==> src/rtl/serial_pkg.sv <==
// Shared definitions for the serial link (PISO transmitter and SIPO capture).
// Optional feature macro: PIPO_PARITY_EN adds the S_PARITY state.
package serial_pkg;

    // Default data word width, shared with the SIPO.
    localparam int unsigned SER_WIDTH = 4;

    // Transmitter FSM states.
`ifdef PIPO_PARITY_EN
    typedef enum logic [1:0] {
        S_IDLE,
        S_SHIFT,
        S_PARITY
    } state_e;
`else
    typedef enum logic [1:0] {
        S_IDLE,
        S_SHIFT
    } state_e;
`endif

endpackage

==> src/rtl/piso_hold_buf.sv <==
// One-entry holding register for the PISO transmitter: stores a word accepted
// while a frame is in flight, and exposes its full flag as the upstream ready.
module piso_hold_buf #(
    parameter int unsigned Width = 4
) (
    input  logic             clk_i,
    input  logic             rst_i,
    input  logic             push_i,
    input  logic             pop_i,
    input  logic [Width-1:0] data_i,
    output logic [Width-1:0] data_o,
    output logic             full_o,
    output logic             ready_o
);

    logic [Width-1:0] hold_q, hold_d;
    logic             full_q, full_d;

    // Next-state: push and pop never coincide since push needs an empty buffer.
    always_comb begin
        hold_d = hold_q;
        full_d = full_q;
        if (pop_i) begin
            full_d = 1'b0;
        end
        if (push_i) begin
            hold_d = data_i;
            full_d = 1'b1;
        end
    end

    // Holding register and full flag.
    always_ff @(posedge clk_i or posedge rst_i) begin
        if (rst_i) begin
            hold_q <= '0;
            full_q <= 1'b0;
        end else begin
            hold_q <= hold_d;
            full_q <= full_d;
        end
    end

    assign data_o  = hold_q;
    assign full_o  = full_q;
    assign ready_o = ~full_q;

endmodule

==> src/rtl/piso_serializer.sv <==
// Parallel-in serial-out transmitter, MSB first, with a one-word holding buffer
// so consecutive words stream without idle bits.
// Optional feature macro: PIPO_PARITY_EN appends an even-parity bit per frame.
module piso_serializer
    import serial_pkg::*;
#(
    parameter int unsigned WIDTH = SER_WIDTH
) (
    input  logic             clk,
    input  logic             rst,
    input  logic [WIDTH-1:0] din,
    input  logic             din_valid,
    output logic             din_ready,
    output logic             sout,
    output logic             sout_valid,
    output logic             frame_start,
    output logic             frame_done,
    output logic             busy
);

    localparam int unsigned CntW = $clog2(WIDTH + 1);

    state_e            state_q, state_d;
    logic [WIDTH-1:0]  shreg_q, shreg_d;
    logic [CntW-1:0]   cnt_q, cnt_d;
    logic              sout_q, sout_d;
    logic              sout_valid_q, sout_valid_d;
    logic              frame_start_q, frame_start_d;
    logic              frame_done_q, frame_done_d;
`ifdef PIPO_PARITY_EN
    logic              parity_q, parity_d;
`endif

    logic              accept;
    logic              end_of_frame;
    logic              load;
    logic              take_din;
    logic [WIDTH-1:0]  load_word;
    logic              hold_push;
    logic              hold_pop;
    logic              hold_full;
    logic [WIDTH-1:0]  hold_data;

    assign accept = din_valid & din_ready;

    piso_hold_buf #(
        .Width (WIDTH)
    ) u_hold_buf (
        .clk_i   (clk),
        .rst_i   (rst),
        .push_i  (hold_push),
        .pop_i   (hold_pop),
        .data_i  (din),
        .data_o  (hold_data),
        .full_o  (hold_full),
        .ready_o (din_ready)
    );

    // FSM next-state, shifter and registered-output next values.
    always_comb begin
        state_d      = state_q;
        shreg_d      = shreg_q;
        cnt_d        = cnt_q;
        end_of_frame = 1'b0;
        load         = 1'b0;
        take_din     = 1'b0;
        load_word    = din;
        hold_pop     = 1'b0;
`ifdef PIPO_PARITY_EN
        parity_d     = parity_q;
`endif

        unique case (state_q)
            S_IDLE: begin
                if (accept) begin
                    load     = 1'b1;
                    take_din = 1'b1;
                end
            end
            S_SHIFT: begin
                if (cnt_q != '0) begin
                    shreg_d = {shreg_q[WIDTH-2:0], 1'b0};
                    cnt_d   = cnt_q - CntW'(1);
                end else begin
`ifdef PIPO_PARITY_EN
                    state_d = S_PARITY;
`else
                    end_of_frame = 1'b1;
`endif
                end
            end
`ifdef PIPO_PARITY_EN
            S_PARITY: begin
                end_of_frame = 1'b1;
            end
`endif
            default: state_d = S_IDLE;
        endcase

        // Held word has priority; a fresh word bypasses the buffer when it is empty.
        if (end_of_frame) begin
            if (hold_full) begin
                load      = 1'b1;
                load_word = hold_data;
                hold_pop  = 1'b1;
            end else if (accept) begin
                load     = 1'b1;
                take_din = 1'b1;
            end else begin
                state_d = S_IDLE;
            end
        end

        if (load) begin
            shreg_d = load_word;
            cnt_d   = CntW'(WIDTH - 1);
            state_d = S_SHIFT;
`ifdef PIPO_PARITY_EN
            parity_d = ^load_word;
`endif
        end

        hold_push = accept & ~take_din;

        sout_valid_d  = (state_d != S_IDLE);
        frame_start_d = (state_d == S_SHIFT) && (cnt_d == CntW'(WIDTH - 1));
`ifdef PIPO_PARITY_EN
        sout_d       = (state_d == S_SHIFT) ? shreg_d[WIDTH-1] :
                       (state_d == S_PARITY) ? parity_d : 1'b0;
        frame_done_d = (state_d == S_PARITY);
`else
        sout_d       = (state_d == S_SHIFT) ? shreg_d[WIDTH-1] : 1'b0;
        frame_done_d = (state_d == S_SHIFT) && (cnt_d == '0);
`endif
    end

    // State, datapath and registered outputs.
    always_ff @(posedge clk or posedge rst) begin
        if (rst) begin
            state_q       <= S_IDLE;
            shreg_q       <= '0;
            cnt_q         <= '0;
            sout_q        <= 1'b0;
            sout_valid_q  <= 1'b0;
            frame_start_q <= 1'b0;
            frame_done_q  <= 1'b0;
`ifdef PIPO_PARITY_EN
            parity_q      <= 1'b0;
`endif
        end else begin
            state_q       <= state_d;
            shreg_q       <= shreg_d;
            cnt_q         <= cnt_d;
            sout_q        <= sout_d;
            sout_valid_q  <= sout_valid_d;
            frame_start_q <= frame_start_d;
            frame_done_q  <= frame_done_d;
`ifdef PIPO_PARITY_EN
            parity_q      <= parity_d;
`endif
        end
    end

    assign sout        = sout_q;
    assign sout_valid  = sout_valid_q;
    assign frame_start = frame_start_q;
    assign frame_done  = frame_done_q;
    assign busy        = (state_q != S_IDLE) || hold_full;

endmodule
==> config.mk <==
export PLATFORM = sky130hd
export DESIGN_NAME = piso_serializer
export DESIGN_NICKNAME = d
export VERILOG_FILES = /design/src/rtl/serial_pkg.sv /design/src/rtl/piso_hold_buf.sv /design/src/rtl/piso_serializer.sv
export SDC_FILE = /design/constraint.sdc
export NUM_CORES = 1
export LEC_CHECK = 0
export CORE_MARGIN = 1.5
export CORE_UTILIZATION = 47
export CTS_CLUSTER_DIAMETER = 50
export CTS_CLUSTER_SIZE = 20
export DETAILED_ROUTE_END_ITERATION = 8
export MAX_ROUTING_LAYER = met4
export PLACE_DENSITY = 0.73
export SETUP_SLACK_MARGIN = 0.05
export SLEW_MARGIN = 0
export SYNTH_ARGS = -nofsm -noshare
export SYNTH_HDL_FRONTEND = slang
export SYNTH_SLANG_ARGS = --single-unit
==> constraint.sdc <==
create_clock -name clk -period 1.7 [get_ports clk]
set_clock_uncertainty 0.15 [all_clocks]
set_input_delay 0.255 -clock clk [delete_from_list [all_inputs] [get_ports clk]]
set_output_delay 0.255 -clock clk [all_outputs]
set_load 0.05 [all_outputs]
== Word-level counts from Yosys, hierarchy flattened ==
Cells that the tools add are included.
Operators by class
  add/sub/neg operators: 1
  multiply operators: 0
  divide/modulo/power cells: 0
  $lt $le $gt $ge: 0
  eq/ne operators: 3
  shift operators: 0
  muxes and demuxes: 27
  bitwise operators: 4
  reduce and logical (&&, ||, !) cells: 13
Operators with widths (count)
  2-to-1 mux 4 bit: 5
  2-to-1 mux 1 bit: 14
  2-to-1 mux 2 bit: 5
  nonzero test 2 bit: 5
  2-to-1 mux 3 bit: 3
  == test 2 x 1 -> 1 bit (second input constant): 2
  == test 3 x 2 -> 1 bit (second input constant): 1
  logical NOT 3 bit: 1
  nonzero test 3 bit: 1
  subtractor 3 x 1 -> 3 bit (second input constant): 1
  bitwise AND 1 bit: 2
  logical AND 1 bit: 2
  logical NOT 2 bit: 1
  NOT 1 bit: 2
  AND reduction 2 bit: 1
  OR reduction 2 bit: 1
  logical OR 1 bit: 1
Word-level totals
  bits in registers: 18
  bits in latches: 0
  bits in writable memories: 0
  bits in read-only memories: 0
  input port bits: 7
  output and inout bits: 6
  word-level logic and storage cells: 58
  memories kept: 0

== Depth between registers and ports, before layout ==
Gate-level depths: netlist of run 1.
  depth in word-level cells: 10
  mapped depth: 7
  mapped depth without buffers: 7

== Cells and area by module ==
Synthesis of run 1 repeated with hierarchy kept, for this count alone.
Unflattened totals
  cell total of the unflattened synthesis: 77
  area, all modules: 859.6 um2
Modules (own cells, without submodules)
  piso_serializer: times used 1, cells each 65, area each 674.4 um2, sequential area each 300.3 um2
  piso_hold_buf: times used 1, cells each 12, area each 185.2 um2, sequential area each 125.1 um2

== Least setup slack after synthesis of run 1 ==
No wires, ideal clock.
  path kind: reg-to-reg
  from: reg cnt_q[0]
  to: reg u_hold_buf.hold_q[0], in the netlist u_hold_buf.data_o[0]
  library setup time: 0.125 ns
  arrival: 1.488 ns
  data required time: 1.425 ns
  slack: -0.063 ns
  stages on the path, launching flop included: 7
  buffers on the path: 0
  period minus slack after synthesis: 1.763 ns
  path through: dfrtp_1 inv_1 ha_1 nand2b_2 a21oi_1 nor2_1 mux2_2
On the way
  word-level cells in the longest chain between the ends: 6
RTL lines
  start: declaration: line piso_serializer.sv:25  | logic [CntW-1:0] cnt_q, cnt_d;
  start signal: assignment: line piso_serializer.sv:153  | cnt_q <= cnt_d;
  nonzero test 3 bit: line piso_serializer.sv:81  | if (cnt_q != '0) begin
  2-to-1 mux 1 bit: line piso_serializer.sv:81
  2-to-1 mux 1 bit: line piso_serializer.sv:73  | unique case (state_q)
  2-to-1 mux 1 bit: line piso_serializer.sv:101  | if (end_of_frame) begin
  NOT 1 bit: line piso_serializer.sv:123  | hold_push = accept & ~take_din;
  bitwise AND 1 bit: line piso_serializer.sv:123
  end signal: assignment: line piso_hold_buf.sv:38  | hold_q <= hold_d;
  end: declaration: line piso_hold_buf.sv:16  | logic [Width-1:0] hold_q, hold_d;
No other way between the ends.
A chain may end at the register's enable or synchronous reset.

== Worst setup path after layout of run 1 ==
  from: reg state_q[1]
  to: out busy
On the way
  word-level cells in the longest chain between the ends: 2
RTL lines
  start: declaration: line piso_serializer.sv:23  | state_e state_q, state_d;
  start signal: assignment: line piso_serializer.sv:151  | state_q <= state_d;
  nonzero test 2 bit: line piso_serializer.sv:168  | assign busy = (state_q != S_IDLE) || hold_full;
  logical OR 1 bit: line piso_serializer.sv:168
  end: declaration: line piso_serializer.sv:18  | output logic busy
No other way between the ends.

==> impl_metrics.toml, run 1 <==
[outcome]
outcome = "finished, final reports clean"

[synthesis]
synth_top_family_by_area = "compound AO/OA/AOI/OAI gates"
netlist_area_sq_um = 945
syn_inst = 83
synth-compound-area-share = 0.163
synth-adder-area-share = 0.0265
ys_warn_count = 0
synth_area_leader_cell = "dfrtp_1"
async_flop_share = 1.00
synth_edf_count = 0
syn-num-nets = 92
synthTopCellsByArea = "dfrtp_1 (48%), mux2i_1 (6.4%), mux2_2 (4.8%)"
synth_xor_area_frac = 0.00927
yosysTopAreaCellShare = 0.477
ys_seq_area_frac = 0.477
yosysUniqueCellTypes = 34
synth_area_per_cell_sq_um = 11.4
synth.area.mux_share = 0.111
yosys.area_share.simple = 0.146
ys_ff_latch = 18
synth_ff_type = "dfrtp_1"

[route]
vias_per_cell = 5.12
num_vias = 727
wl_per_cell_microns = 14.0
drt_first_iter_violations = 10
drc = 0
drt_pass1_iterations = 4
wl_mm = 1.99
ant_nets = 0

[die]
fp.dieW_microns = 47.8
fp.coreArea_sq_um = 1920
ioPinCount = 13
dieArea_sq_um = 2290
rows = 16
chipHeight_microns = 47.8
start_util = 0.492

[worst_setup_path]
slowest_stage = "dfrtp_2"
worst_path_largest_cell_delay_ns = 0.42
path_cells = "or3_4, buf_8"
end_kind = "output port"
crit_arrival_ns = 1.26
crit_path_max_fanout = 2
worst_setup_path_start_kind = "flop"
crit_type = "flop to output port"
required_ns = 1.29

[cells_and_area]
nNetsFinal = 126
final_cell_mix = "buf_4 (20), dfrtp_1 (15), clkdlybuf4s50_1 (6)"
drive_gt1_frac = 0.539
utilization = 0.714
area_growth_pct = 45.3
final_common_cell = "buf_4"
n_antenna_cell = 0

[clock_network]
clock-sinks = 18
cts.clk_slew.worst_paths_ns = 0.10
clk_path_buf_depth = 2
clock_latency_ns = 0.29
postCtsHoldBufs = 0
numCtsBuffers = 3
clockRootBuffer = "clkbuf_4"
htreeDepth = 1
cts_tree = "built"

[global_routing]
antenna_found_initial = 0
grt.overflow.total = 0
grt_pass1_wl_mm = 2.94
grt_start_max_net_pins = 19
grt_pass1_vias = 616
track_usage = 0.197

[power]
peakVddDrop_mv = 0.770
p_per_area_nw_per_um2 = 1120
leakagePower_nw = 0.627
power_w = 0.00154

[sta]
finalHoldViolations = 0
max_freq_mhz = 600
setup_tns_ns = 0
min_period_over_period = 0.981
grt_setup_unrepaired = "yes"
period_needed_ns = 1.67
setup_viol = 0
slew_viol_final = 0

[placed_design]
routabilityCongestion = 0.790
dp_hpwl_mm = 1.27
port_buffers = 12

[worst_hold_path]
hold_class = "primary input to asynchronous set/reset pin"

[job]
drv_cap = 0
==> logic make-up after synthesis <==
kind of cell,count (synthesis)
and+or+nand+nor,21
AOI/OAI and AO/OA,20
DFF,18
muxes,10
buffers and inverters,10
adders and majority gates,2
other,1
xor gates and xnor gates,1
==> synthesized netlist by cell type (2+ instances only) <==
cell	number
dfrtp_1	18
inv_1	6
mux2i_1	6
nor2_1	6
a21oi_1	4
mux2_2	4
o21ai_0	4
buf_6	3
nand2_1	3
a211o_2	2
a211oi_1	2
a22oi_1	2
ha_1	2
==> what timing repair did <==
| item | 4_1_cts | 5_1_grt |
|---|---|---|
| gates resized for setup | 15 | 18 |
| endpoints found under the setup margin | 11 | 16 |
| setup buffers | 7 | 0 |
| pin swaps | 2 | 10 |
==> per-stage QoR <==
step	std cells	area [sq um]	worst slack, ns	hold slack [ns]
floorplan	83	955	0.0537	0.0436
global placement	132	1170	-0.187	0.326
detailed placement	132	1170	-0.190	0.323
CTS	142	1290	0.0210	0.129
global route	142	1370	-0.0175	0.134
finish	142	1370	0.0325	0.126
==> final cells by class <==
cell class / instances / area [sq um]
clock buffers: 3 / 22.5
multi-input cells: 55 / 543
repair buffers: 32 / 290
fillers: 137 / 549
inverters: 7 / 28.8
well taps: 27 / 33.8
flip-flops and latches: 18 / 454
==> state kept, by name, indices dropped and copies added, names as in the netlist <==
register           flops
shreg_q                4
frame_done             1
sout_valid             1
state_q                2
u_hold_buf.data_o      4
frame_start            1
u_hold_buf.full_o      1
cnt_q                  3
sout                   1
==> critical path, delay by kind of cell, from the launching register on <==
kind / cells / cell delay, ns
flops: 1 / 0.42
buf+inv: 1 / 0.16
simple gates: 1 / 0.39
==> report_power, final <==
part / switching [W] / internal, W / total, W
Sequential: 0.0000865 / 0.000561 / 0.000647
Clock: 0.000128 / 0.0000826 / 0.000210
Combinational: 0.000315 / 0.000366 / 0.000681
Total: 0.000529 / 0.00101 / 0.00154
==> worst paths after layout <==
path	from	endpoint	slack [ns]	cells after the start
max in group asynchronous	rst	state_q[1]	1.07	3
min	rst	frame_done	0.13	3
max	state_q[1]	busy	0.03	2
max reg2reg	u_hold_buf.full_o	shreg_q[0]	0.05	6
min in group clk	u_hold_buf.data_o[2]	u_hold_buf.data_o[2]	0.37	1
min reg2reg	u_hold_buf.data_o[2]	u_hold_buf.data_o[2]	0.37	1
==> layer usage <==
layer  track usage  share of wire  vias to the layer above  wire, microns
met5             -              0                        -              0
met4        0.0486          0.013                        0             25
met3        0.0453          0.033                        2             66
met2         0.280           0.50                       15            995
met1         0.285           0.45                      354            903
li1              -              -                      356              -
(Power assumes the default switching activity.)
==> run 2: changes to the inputs <==
Settings changed: CORE_UTILIZATION 47 to 50, CTS_BUF_LIST set to sky130_fd_sc_hd__clkbuf_8, PLACE_DENSITY 0.73 to 0.77, RECOVER_POWER set to 50.
==> run 2 against run 1 <==
Net effect: the flow now finishes with violations (setup timing); total power is 9.0% higher; clock power is 66% higher; design area down 0.91%; critical path depth is 3 higher; sequential share of layout area grew 0.30 points; utilization is 6.5 points higher; largest cell class unchanged; largest power group unchanged.
==> impl_metrics.toml, run 2 (synthesized netlist as in run 1, its figures left out) <==
[die]
ioPinCount = 13
start_util = 0.541
dieArea_sq_um = 2160
fp.dieW_microns = 46.5
fp.coreArea_sq_um = 1750
rows = 15
chipHeight_microns = 46.5

[worst_setup_path]
path_cells = "buf_4, buf_4, a211o_4, buf_4, a211oi_1"
crit_type = "flop to flop"
worst_setup_path_start_kind = "flop"
path_common_cell = "buf_4"
crit_family = "compound AO/OA/AOI/OAI gates"
critPathBufInv = 3
required_ns = 1.70
slowest_stage = "dfrtp_2"
worst_path_largest_cell_delay_ns = 0.42
end_kind = "flop"
crit_arrival_ns = 1.72
crit_path_max_fanout = 5

[clock_network]
clk_path_buf_depth = 2
numCtsBuffers = 3
htreeDepth = 1
clock_latency_ns = 0.25
clock-sinks = 18
cts.clk_slew.worst_paths_ns = 0.07
cts_tree = "built"
postCtsHoldBufs = 0
clockRootBuffer = "clkbuf_8"

[sta]
setup_tns_ns = -0.0223
max_freq_mhz = 581
fin_hold_ws_ns = 0.361
grt_setup_unrepaired = "yes"
min_period_over_period = 1.01
slew_viol_final = 0
slew_headroom = 0.353
fin_ws_ns = -0.0223
tightest_slew_ns = 0.970
period_needed_ns = 1.72
setup_viol = 1
finalHoldViolations = 0

[cells_and_area]
fillCellCount = 99
area_growth_pct = 44.0
final_cell_area_sq_um = 1360
final_cell_mix = "buf_4 (23), dfrtp_1 (15), clkdlybuf4s50_1 (6)"
final_common_cell = "buf_4"
n_antenna_cell = 0
nNetsFinal = 127
drive_gt1_frac = 0.521

[placed_design]
dp_hpwl_mm = 1.32
routabilityCongestion = 0.870
port_buffers = 12
dpl-instance-area_sq_um = 1160

[global_routing]
grt.overflow.total = 0
antenna_found_initial = 0
track_usage = 0.241
grt_start_max_net_pins = 19
grt_pass1_vias = 776
grt_pass1_wl_mm = 3.48

[route]
dr_wl_met3_microns = 94
drt_pass1_iterations = 4
wl_met2_mm = 1.20
num_vias = 779
vias_per_cell = 5.49
highest_layer = "met4"
drt_first_iter_violations = 24
wl_mm = 2.29
drc = 0
wl_met1_microns = 970
wl_per_cell_microns = 16.2
ant_nets = 0

[outcome]
outcome = "complete, but fails checks"
violations = "setup timing"

[power]
leakagePower_nw = 0.634
p_per_area_nw_per_um2 = 1230
peakVddDrop_mv = 0.749

[worst_hold_path]
hold_class = "flop to flop"

[job]
drv_cap = 0
[run 2: changes by cell type in the layout (fill, tap and decap cells not counted), moves of 3 or more]
cell,change
clkbuf_8,+4
buf_4,+3
buf_6,-3
clkbuf_4,-3
[run 2: worst paths after layout]
path | startpoint | endpoint | slack, ns | depth (start not counted)
worst max-delay path | state_q[1] | sout | -0.02 | 5
worst min-delay path | u_hold_buf.data_o[3] | u_hold_buf.data_o[3] | 0.36 | 1
worst max register to register | state_q[1] | sout | -0.02 | 5
worst min register to register | u_hold_buf.data_o[3] | u_hold_buf.data_o[3] | 0.36 | 1
max in group asynchronous | rst | state_q[1] | 0.32 | 3
min in group asynchronous | rst | shreg_q[2] | 0.44 | 3
[run 2: cell type report]
class / instances / area, sq um / area share
Inverter: 7 / 26.3 / 0.0193
Sequential cell: 18 / 454 / 0.334
Tap cell: 25 / 31.3 / 0.0230
Multi-Input combinational cell: 55 / 510 / 0.375
Clock buffer: 4 / 55.1 / 0.0405
Timing Repair Buffer: 33 / 283 / 0.208
[run 2: power breakdown]
part / switching, W / internal, W
Combinational: 0.000317 / 0.000353
Clock: 0.000143 / 0.000206
Sequential: 0.0000973 / 0.000562
[run 2: stage by stage]
stage	std cells	total power, W	utilization	worst slack, ns
2_1_floorplan	83	0.000986	-	0.0537
3_3_place_gp	129	0.00113	0.665	-0.153
3_5_place_dp	129	0.00116	0.665	-0.194
4_1_cts	141	0.00161	0.762	0.0255
5_1_grt	142	0.00177	0.779	-0.0568
6_report	142	0.00168	0.779	-0.0223
[run 2: layer usage]
metal,vias to the layer above,global-route usage
li1,357,-
met1,388,0.287
met2,28,0.381
met3,6,0.0471
met4,0,0.131
met5,-,-
[run 2: repair_timing]
item,4_1_cts,5_1_grt
endpoints found under the setup margin,11,14
pin swaps,5,4
buffers inserted,8,2
gates resized for setup,16,10
